**src/rtl/pwm_pattern_sequencer.sv**
```systemverilog
// PWM pattern sequencer: period counter, pattern step index and duty register, with mode changes landing on period boundaries.
// Optional feature: define PWM_SEQ_TRIANGLE_EN to build the triangle shape (otherwise mode 10 behaves as square).
module pwm_pattern_sequencer #(
  parameter int CNT_W  = 6,
  parameter int STEP_W = 6   // must equal CNT_W
) (
  input  logic           sysclk,
  input  logic           rst_n,
  input  logic           enable,
  input  logic           mode_valid,
  input  logic [1:0]     mode_sel,
  output logic           mode_ready,
  output logic [CNT_W:0] duty,
  output logic           period_start,
  output logic           pulse,
  output logic           busy
);

  typedef enum logic [1:0] {IDLE, RUN, DRAIN} state_t;

  localparam logic [CNT_W-1:0]  CNT_MAX   = '1;
  localparam logic [CNT_W:0]    DUTY_FULL = {1'b1, {CNT_W{1'b0}}};
  localparam logic [STEP_W-1:0] STEP_ZERO = '0;
  localparam logic [1:0]        M_SQUARE  = 2'b00;

  state_t              state, state_nx;
  logic [CNT_W-1:0]    count;
  logic [STEP_W-1:0]   index, step_nx;
  logic [1:0]          mode, pend_mode, new_mode, mode_eff;
  logic                pend_vld, period_end, accept, apply;

  function automatic logic [CNT_W:0] shape(input logic [1:0] m, input logic [STEP_W-1:0] idx);
    logic [CNT_W:0] v;
    v = '0;
    case (m)
      2'b01: v = {1'b0, idx};
      2'b11: v = DUTY_FULL;
`ifdef PWM_SEQ_TRIANGLE_EN
      2'b10: v = idx[STEP_W-1] ? {1'b0, ~idx[STEP_W-2:0], 1'b0} : {1'b0, idx[STEP_W-2:0], 1'b0};
`endif
      default: v = idx[STEP_W-1] ? '0 : DUTY_FULL;
    endcase
    return v;
  endfunction

  assign period_end = (state != IDLE) && (count == CNT_MAX);
  assign mode_ready = !pend_vld;
  assign accept     = mode_valid && mode_ready;
  // A pending mode and a fresh acceptance are exclusive, since ready drops while pending.
  assign new_mode   = pend_vld ? pend_mode : mode_sel;
  assign apply      = (pend_vld || accept) && ((state == IDLE) || period_end);
  assign mode_eff   = apply ? new_mode : mode;
  assign step_nx    = apply ? STEP_ZERO : index + 1'b1;

  always_comb begin
    state_nx = state;
    case (state)
      IDLE:    if (enable) state_nx = RUN;
      RUN:     if (!enable) state_nx = DRAIN;
      DRAIN: begin
        if (enable)          state_nx = RUN;
        else if (period_end) state_nx = IDLE;
      end
      default: state_nx = IDLE;
    endcase
  end

  always_ff @(posedge sysclk) begin
    if (!rst_n) state <= IDLE;
    else        state <= state_nx;
  end

  always_ff @(posedge sysclk) begin
    if (!rst_n) begin
      count     <= '0;
      index     <= '0;
      duty      <= '0;
      mode      <= M_SQUARE;
      pend_vld  <= 1'b0;
      pend_mode <= M_SQUARE;
    end else begin
      if (apply) begin
        mode     <= new_mode;
        pend_vld <= 1'b0;
      end else if (accept) begin
        pend_vld  <= 1'b1;
        pend_mode <= mode_sel;
      end

      if (state == IDLE) begin
        count <= '0;
        index <= '0;
        duty  <= (state_nx == RUN) ? shape(mode_eff, STEP_ZERO) : '0;
      end else begin
        count <= count + 1'b1;
        // Re-enable during drain continues the pattern as if never stopped.
        if (period_end) begin
          if (state_nx == IDLE) begin
            index <= '0;
            duty  <= '0;
          end else begin
            index <= step_nx;
            duty  <= shape(mode_eff, step_nx);
          end
        end
      end
    end
  end

  assign busy         = (state != IDLE);
  assign period_start = busy && (count == '0);
  assign pulse        = busy && ({1'b0, count} < duty);

endmodule

```
**config.mk**
```make
export PLATFORM = sky130hd
export DESIGN_NAME = pwm_pattern_sequencer
export DESIGN_NICKNAME = d
export VERILOG_FILES = /design/src/rtl/pwm_pattern_sequencer.sv
export SDC_FILE = /design/constraint.sdc
export NUM_CORES = 1
export LEC_CHECK = 0
export ABC_AREA = 1
export ABC_CLOCK_PERIOD_IN_PS = 4240
export BUFFER_PORTS_ARGS = -buffer_cell sky130_fd_sc_hd__buf_2
export CORE_AREA = 5 5 66 53
export DETAILED_ROUTE_END_ITERATION = 8
export DIE_AREA = 0 0 71 58
export PLACE_DENSITY_LB_ADDON = 0.3
export SYNTH_ARGS = -nofsm -noshare
export SYNTH_HDL_FRONTEND = slang
export SYNTH_SLANG_ARGS = --single-unit
```
**constraint.sdc**
```tcl
create_clock -name sysclk -period 4.24 [get_ports sysclk]
set_clock_uncertainty 0.1 [all_clocks]
set_input_delay 0.848 -clock sysclk [delete_from_list [all_inputs] [get_ports sysclk]]
set_output_delay 0.848 -clock sysclk [all_outputs]
set_load 0.05 [all_outputs]
```
==> results.py, run 1 <==
metrics = {
    "clock_network": {
        "post_cts_buffers": 0,
        "cts.sinks": 26,
        "cts_max_level": 1,
        "clockRootBuffer": "clkbuf_8",
        "cts_buffers": 3,
        "clk_path_buf_depth": 2,
        "clkSlewWorstSetupHoldPaths_ns": 0.09,
        "insertion_delay_ns": 0.26,
        "cts_tree": "done",
        "cts_resized": 0,
        "cts_hold_buffers": 0,
    },
    "placed_design": {
        "place_hpwl_mm": 2.29,
        "gp_congestion": 0.835,
        "numPortBuffers": 16,
    },
    "job": {
        "drv_cap": 0,
    },
    "final_layout": {
        "area_growth_pct": 12.6,
        "fillers": 283,
        "layout.nets": 214,
        "drive_gt1_share_pct": 19.6,
        "antenna_cells": 0,
        "final_util_pct": 55.4,
    },
    "sta": {
        "finalSetupViolations": 0,
        "worstMarginPinSlew_ns": 0.487,
        "slew_violations": 0,
        "holdWs_ns": 0.358,
        "final_hold_viol_count": 0,
        "timing.final.crit_share_pct": 63.4,
        "max-slew-margin-rel_pct": 67.5,
        "grt_setup_unrepaired": "false",
        "period_minus_slack_ns": 2.69,
        "tns_ns": 0,
        "fmax_mhz": 372,
    },
    "floorplanning": {
        "core_area_mm2": 0.00281,
        "num_rows": 17,
        "die_w_um": 71,
        "fp.dieH_um": 58,
        "top_level_ports": 17,
        "die_area_mm2": 0.00412,
        "start_util_pct": 49.2,
    },
    "power_and_ir_drop": {
        "p_leak_nw": 0.620,
        "ir_drop_mv": 0.255,
        "p_per_area_mw_per_mm2": 308,
        "finalPower_mw": 0.479,
    },
    "logic_synthesis": {
        "synth.largest_area_cell": "dfxtp_1",
        "synth_seq_cells": 26,
        "syn_nets": 195,
        "synthCells": 181,
        "syn_area_mm2": 0.00138,
        "synthMuxAreaShare_pct": 0,
        "synth-compound-area-share_pct": 15.6,
        "ys_seq_area_share_pct": 37.7,
        "yosys-top-cells-area": "dfxtp_1, nand2_1, ha_1",
        "synthSimpleGateAreaFrac_pct": 30.2,
        "synth_top_family_by_area": "simple AND/OR/NAND/NOR gates",
        "ys_warn_count": 0,
        "synth.avg_cell_area_um2": 7.63,
        "ys_types": 30,
        "synthAdderAreaFrac_pct": 7.25,
        "synth_top_area_share_pct": 37.7,
        "synthXorXnorAreaFrac_pct": 1.90,
    },
    "setup_path": {
        "arrival_ns": 1.74,
        "timing.rr.end": "duty[6]",
        "critPathKind": "reg2out",
        "crit_start": "count[2]",
        "critPathCaptureType": "output port",
        "start_kind": "register",
        "path_max_fanout": 6,
        "worstRegToRegCells": 11,
        "cp_data_required_time_ns": 3.29,
        "r2r_slack_ns": 2.39,
        "timing.rr.start": "count[0]",
    },
    "routing": {
        "wl_per_cell_um": 12.1,
        "highest_layer": "met4",
        "viasPerCell": 4.96,
        "drt_wl_total_mm": 2.86,
        "dr.first_iter.drc_count": 33,
        "wl_met2_mm": 1.26,
        "first_pass_iters": 4,
        "drcViolationCount": 0,
        "wl_met1_mm": 1.47,
        "wl_met3_um": 123,
        "vias": 1176,
        "detail-route-antenna-nets": 0,
    },
    "hold_path": {
        "min_path_cells": 2,
        "hp-start": "pend_mode[1]",
        "holdPathEnd": "pend_mode[1]",
        "worstHoldPathType": "reg2reg",
    },
    "global_routing": {
        "first_global_vias": 1151,
        "grt_first_pass_wirelength_mm": 5.02,
        "grt_usage_pct": 15.0,
        "grt_overflow": 0,
        "grt_max_degree": 15,
        "antenna_found_initial": 0,
    },
    "status": {
        "outcome": "finished, final reports clean",
    },
}
## worst max path at each step
| stage | end | cells past startpoint |
|---|---|---|
| 6_report | pulse | 5 |
| 5_1_grt | pulse | 5 |
| 4_1_cts | pulse | 5 |
| 3_5_place_dp | pulse | 5 |
| 3_3_place_gp | pulse | 5 |
| 2_1_floorplan | pulse | 5 |
## cells by family after synthesis
logic type	count (synthesis)
AND/OR/NAND/NOR	87
AO/OA/AOI/OAI	30
XOR/XNOR	3
adder cells (fa/ha/maj)	8
flip-flops	26
buffers and inverters	27
## final cells by class
cell class / instances / area, µm² / share of cell area (%)
timing repair buffer: 16 / 80.1 / 5.15
sequential: 26 / 520 / 33.5
multi-input combinational: 128 / 758 / 48.8
inverter: 25 / 93.8 / 6.03
clock buffer: 4 / 55.1 / 3.54
tap: 38 / 47.5 / 3.06
## routing by layer
metal	vias to the layer above	GRT usage, %
met5	-	0
met4	0	2.68
met3	2	4.51
met2	18	23.9
met1	535	20.3
li1	621	-
## metrics by stage
| stage | cell area (µm²) | worst slack [ns] | std cells |
|---|---|---|---|
| final | 1560 | 1.55 | 237 |
| after global routing | 1560 | 1.48 | 237 |
| after CTS | 1560 | 1.55 | 237 |
| after detailed placement | 1500 | 1.86 | 233 |
| after global placement | 1500 | 1.93 | 233 |
| after floorplan | 1380 | 0.976 | 181 |
## flip-flops by register name, indices dropped and copies added (netlist names)
register	count
count	6
duty	7
index	6
mode	2
pend_mode	2
pend_vld	1
state	2
## cells in the final DEF (no fill, tap or decap), types with 2 or more instances in the layout
cell type,synthesis,routed
a21oi_2,5,5
nor2_1,18,18
nor3_1,4,4
nor3b_1,2,2
nand2_1,42,42
xor2_1,3,3
dfxtp_1,26,26
ha_1,8,8
a21oi_1,15,15
clkbuf_8,0,4
o21ai_0,4,4
inv_2,2,2
nand3_1,9,9
nand4_1,2,2
inv_1,22,22
nor2_4,4,4
buf_2,1,16
## critical path: stages (launching register included)
cell	delay, ns
dfxtp_1	0.47
ha_1	0.30
a21oi_1	0.15
a21oi_1	0.08
nor3_1	0.18
buf_2	0.29
## synth_stat cells
| library cell | count |
|---|---|
| nand3_4 | 1 |
| buf_2 | 1 |
| nand2_4 | 1 |
| nor3b_1 | 2 |
| o21ai_0 | 4 |
| inv_1 | 22 |
| a21oi_2 | 5 |
| nor4_1 | 1 |
| inv_2 | 2 |
| dfxtp_1 | 26 |
| o21bai_4 | 1 |
| nor3_1 | 4 |
| o22ai_1 | 1 |
| ha_1 | 8 |
| nand2_1 | 42 |
| nor2_4 | 4 |
| o21bai_1 | 1 |
| or2_2 | 1 |
| nand2_2 | 1 |
| nand4_1 | 2 |
| o2111ai_4 | 1 |
| o21ai_2 | 1 |
| clkbuf_1 | 1 |
| a2111oi_0 | 1 |
| clkinv_1 | 1 |
| nor2_2 | 1 |
| xor2_1 | 3 |
| nor2_1 | 18 |
| a21oi_1 | 15 |
| nand3_1 | 9 |
## power by group
group / total (mW) / switching [mW] / leakage [nW] / internal [mW]
sequential: 0.255 / 0.00471 / 0.211 / 0.250
combinational: 0.0670 / 0.0478 / 0.380 / 0.0192
clock: 0.157 / 0.0742 / 0.0288 / 0.0829
total: 0.479 / 0.127 / 0.620 / 0.352
(Power assumes the default switching activity.)
==> run 2, diff against run 1 <==
Settings changed: ABC_CLOCK_PERIOD_IN_PS 4240 to 2400, CORE_AREA 5 5 66 53 to 5 5 67 54, DIE_AREA 0 0 71 58 to 0 0 72 59.
Clock period 4.24 ns to 2.4 ns, I/O delays scaled along.
==> run 2 against run 1 <==
  * Die area increased by 3.2%
  * Via count up 2.4%
  * Worst hold slack worse by 0.00057 ns
  * Register-to-register slack lost 1.8 ns
  * Critical path depth is 1 higher
  * Design area grew 0.80%
  * Non-clock buffer count is the same
  * Critical endpoint unchanged
  * Total power is 77% higher
  * Wire length up 2.3%
  * Utilization fell by 0.39 points
  * Combinational power increased by 81%
==> results.py, run 2 (synthesized netlist as in run 1, its figures left out) <==
metrics = {
    "status": {
        "outcome": "finished, final reports clean",
    },
    "setup_path": {
        "arrival_ns": 1.67,
        "critPathCaptureType": "output port",
        "critPathKind": "reg2out",
        "cp_data_required_time_ns": 1.82,
        "start_kind": "register",
        "path_max_fanout": 3,
    },
    "floorplanning": {
        "die_w_um": 72,
        "fp.dieH_um": 59,
        "num_rows": 17,
        "die_area_mm2": 0.00425,
        "start_util_pct": 48.5,
        "core_area_mm2": 0.00285,
        "top_level_ports": 17,
    },
    "final_layout": {
        "final_area_mm2": 0.00157,
        "fillers": 281,
        "final_common_cell": "nand2_1",
        "antenna_cells": 0,
        "final_cell_mix": "nand2_1, dfxtp_1, inv_1, nor2_1, buf_2",
        "area_growth_pct": 13.5,
        "regMostFlops": "duty",
        "multiInputGateArea_um2": 769,
        "ff_latch_area_um2": 522,
        "reg_top3": "duty x7, count x6, index x6",
        "largest_reg_flops": 7,
        "fin_cells": 237,
        "drive_gt1_share_pct": 21.1,
        "layout.nets": 214,
        "final_util_pct": 55.0,
    },
    "clock_network": {
        "cts_max_level": 1,
        "cts_hold_buffers": 0,
        "cts.sinks": 26,
        "cts_buffers": 3,
        "clockRootBuffer": "clkbuf_8",
        "clk_path_buf_depth": 2,
        "insertion_delay_ns": 0.27,
        "cts_tree": "done",
        "clkSlewWorstSetupHoldPaths_ns": 0.09,
    },
    "routing": {
        "drcViolationCount": 0,
        "detail-route-antenna-nets": 0,
        "wl_per_cell_um": 12.4,
        "dr.first_iter.drc_count": 52,
        "first_pass_iters": 4,
        "viasPerCell": 5.08,
        "vias": 1204,
        "drt_wl_total_mm": 2.93,
    },
    "power_and_ir_drop": {
        "p_per_area_mw_per_mm2": 542,
        "ir_drop_mv": 0.336,
        "p_leak_nw": 0.622,
    },
    "global_routing": {
        "antenna_found_initial": 0,
        "first_global_vias": 1110,
        "grt_overflow": 0,
        "grt_max_degree": 15,
        "grt_usage_pct": 15.0,
        "grt_use_met3_pct": 5.42,
        "grt_busiest_layer": "met2",
        "grt_first_pass_wirelength_mm": 4.96,
        "use_met1_pct": 19.4,
        "grtUsageMet2_pct": 23.8,
    },
    "sta": {
        "fmax_mhz": 444,
        "max-slew-margin-rel_pct": 66.9,
        "final_hold_viol_count": 0,
        "timing.final.crit_share_pct": 93.7,
        "finalSetupViolations": 0,
        "grt_setup_unrepaired": "false",
        "slew_violations": 0,
        "period_minus_slack_ns": 2.25,
        "tns_ns": 0,
        "holdWs_ns": 0.358,
        "worstMarginPinSlew_ns": 0.495,
    },
    "placed_design": {
        "gp_congestion": 0.834,
        "dp_cells": 233,
        "place_area_mm2": 0.00151,
        "numPortBuffers": 16,
        "place_hpwl_mm": 2.29,
    },
    "hold_path": {
        "worstHoldPathType": "reg2reg",
    },
    "job": {
        "drv_cap": 0,
    },
}
## run 2: changes by cell type in the layout (fill, tap and decap cells not counted)
cell | before | now
nor3_2 | 0 | 1
nor4_1 | 1 | 0
nor4_2 | 0 | 1
nor3_1 | 4 | 3
dfxtp_2 | 0 | 1
dfxtp_1 | 26 | 25
## run 2: final cells by class
| cell class | count | area share [%] |
|---|---|---|
| multi-input cells | 128 | 49.1 |
| well taps | 38 | 3.03 |
| repair buffers | 16 | 5.11 |
| clock buffers | 4 | 3.51 |
| flip-flops and latches | 26 | 33.3 |
| inverters | 25 | 5.99 |
## run 2: worst paths after layout
check               startpoint  cells after the start      endpoint  slack, ns
setup / recovery       duty[2]                      6         pulse       0.15
hold / removal    pend_mode[1]                      2  pend_mode[1]       0.36
setup reg to reg      count[0]                     11       duty[6]       0.56
hold reg to reg   pend_mode[1]                      2  pend_mode[1]       0.36
## run 2: where the power goes
group	switching, mW	leakage [nW]	internal [mW]
sequential	0.00808	0.212	0.442
clock	0.132	0.0288	0.147
combinational	0.0861	0.382	0.0347
total	0.227	0.622	0.624
## run 2: worst max-delay path, stage by stage, from the launching register on
cell     delay, ns
dfxtp_1       0.37
inv_1         0.06
ha_1          0.30
a21oi_1       0.15
a21oi_1       0.09
nor3_2        0.15
buf_2         0.28
## run 2: metal layers
layer	part of all wire, %	wire length (µm)	vias to the layer above
met5	0	0	-
met4	0.78	23	0
met3	7.8	228	4
met2	44	1290	35
met1	47	1390	542
li1	-	-	623
## run 2: repair_timing
action / 4_1_cts / 5_1_grt
buffers inserted: 0 / 0
endpoints found under the setup margin: 0 / 1
gates resized for setup: 0 / 1
## run 2: stage by stage
stage / worst slack [ns] / power, mW
global route: 0.000437 / 0.892
finish: 0.150 / 0.850
floorplan: -0.0802 / 0.553
detailed placement: 0.372 / 0.580
CTS: 0.0537 / 0.865
global placement: 0.453 / 0.578
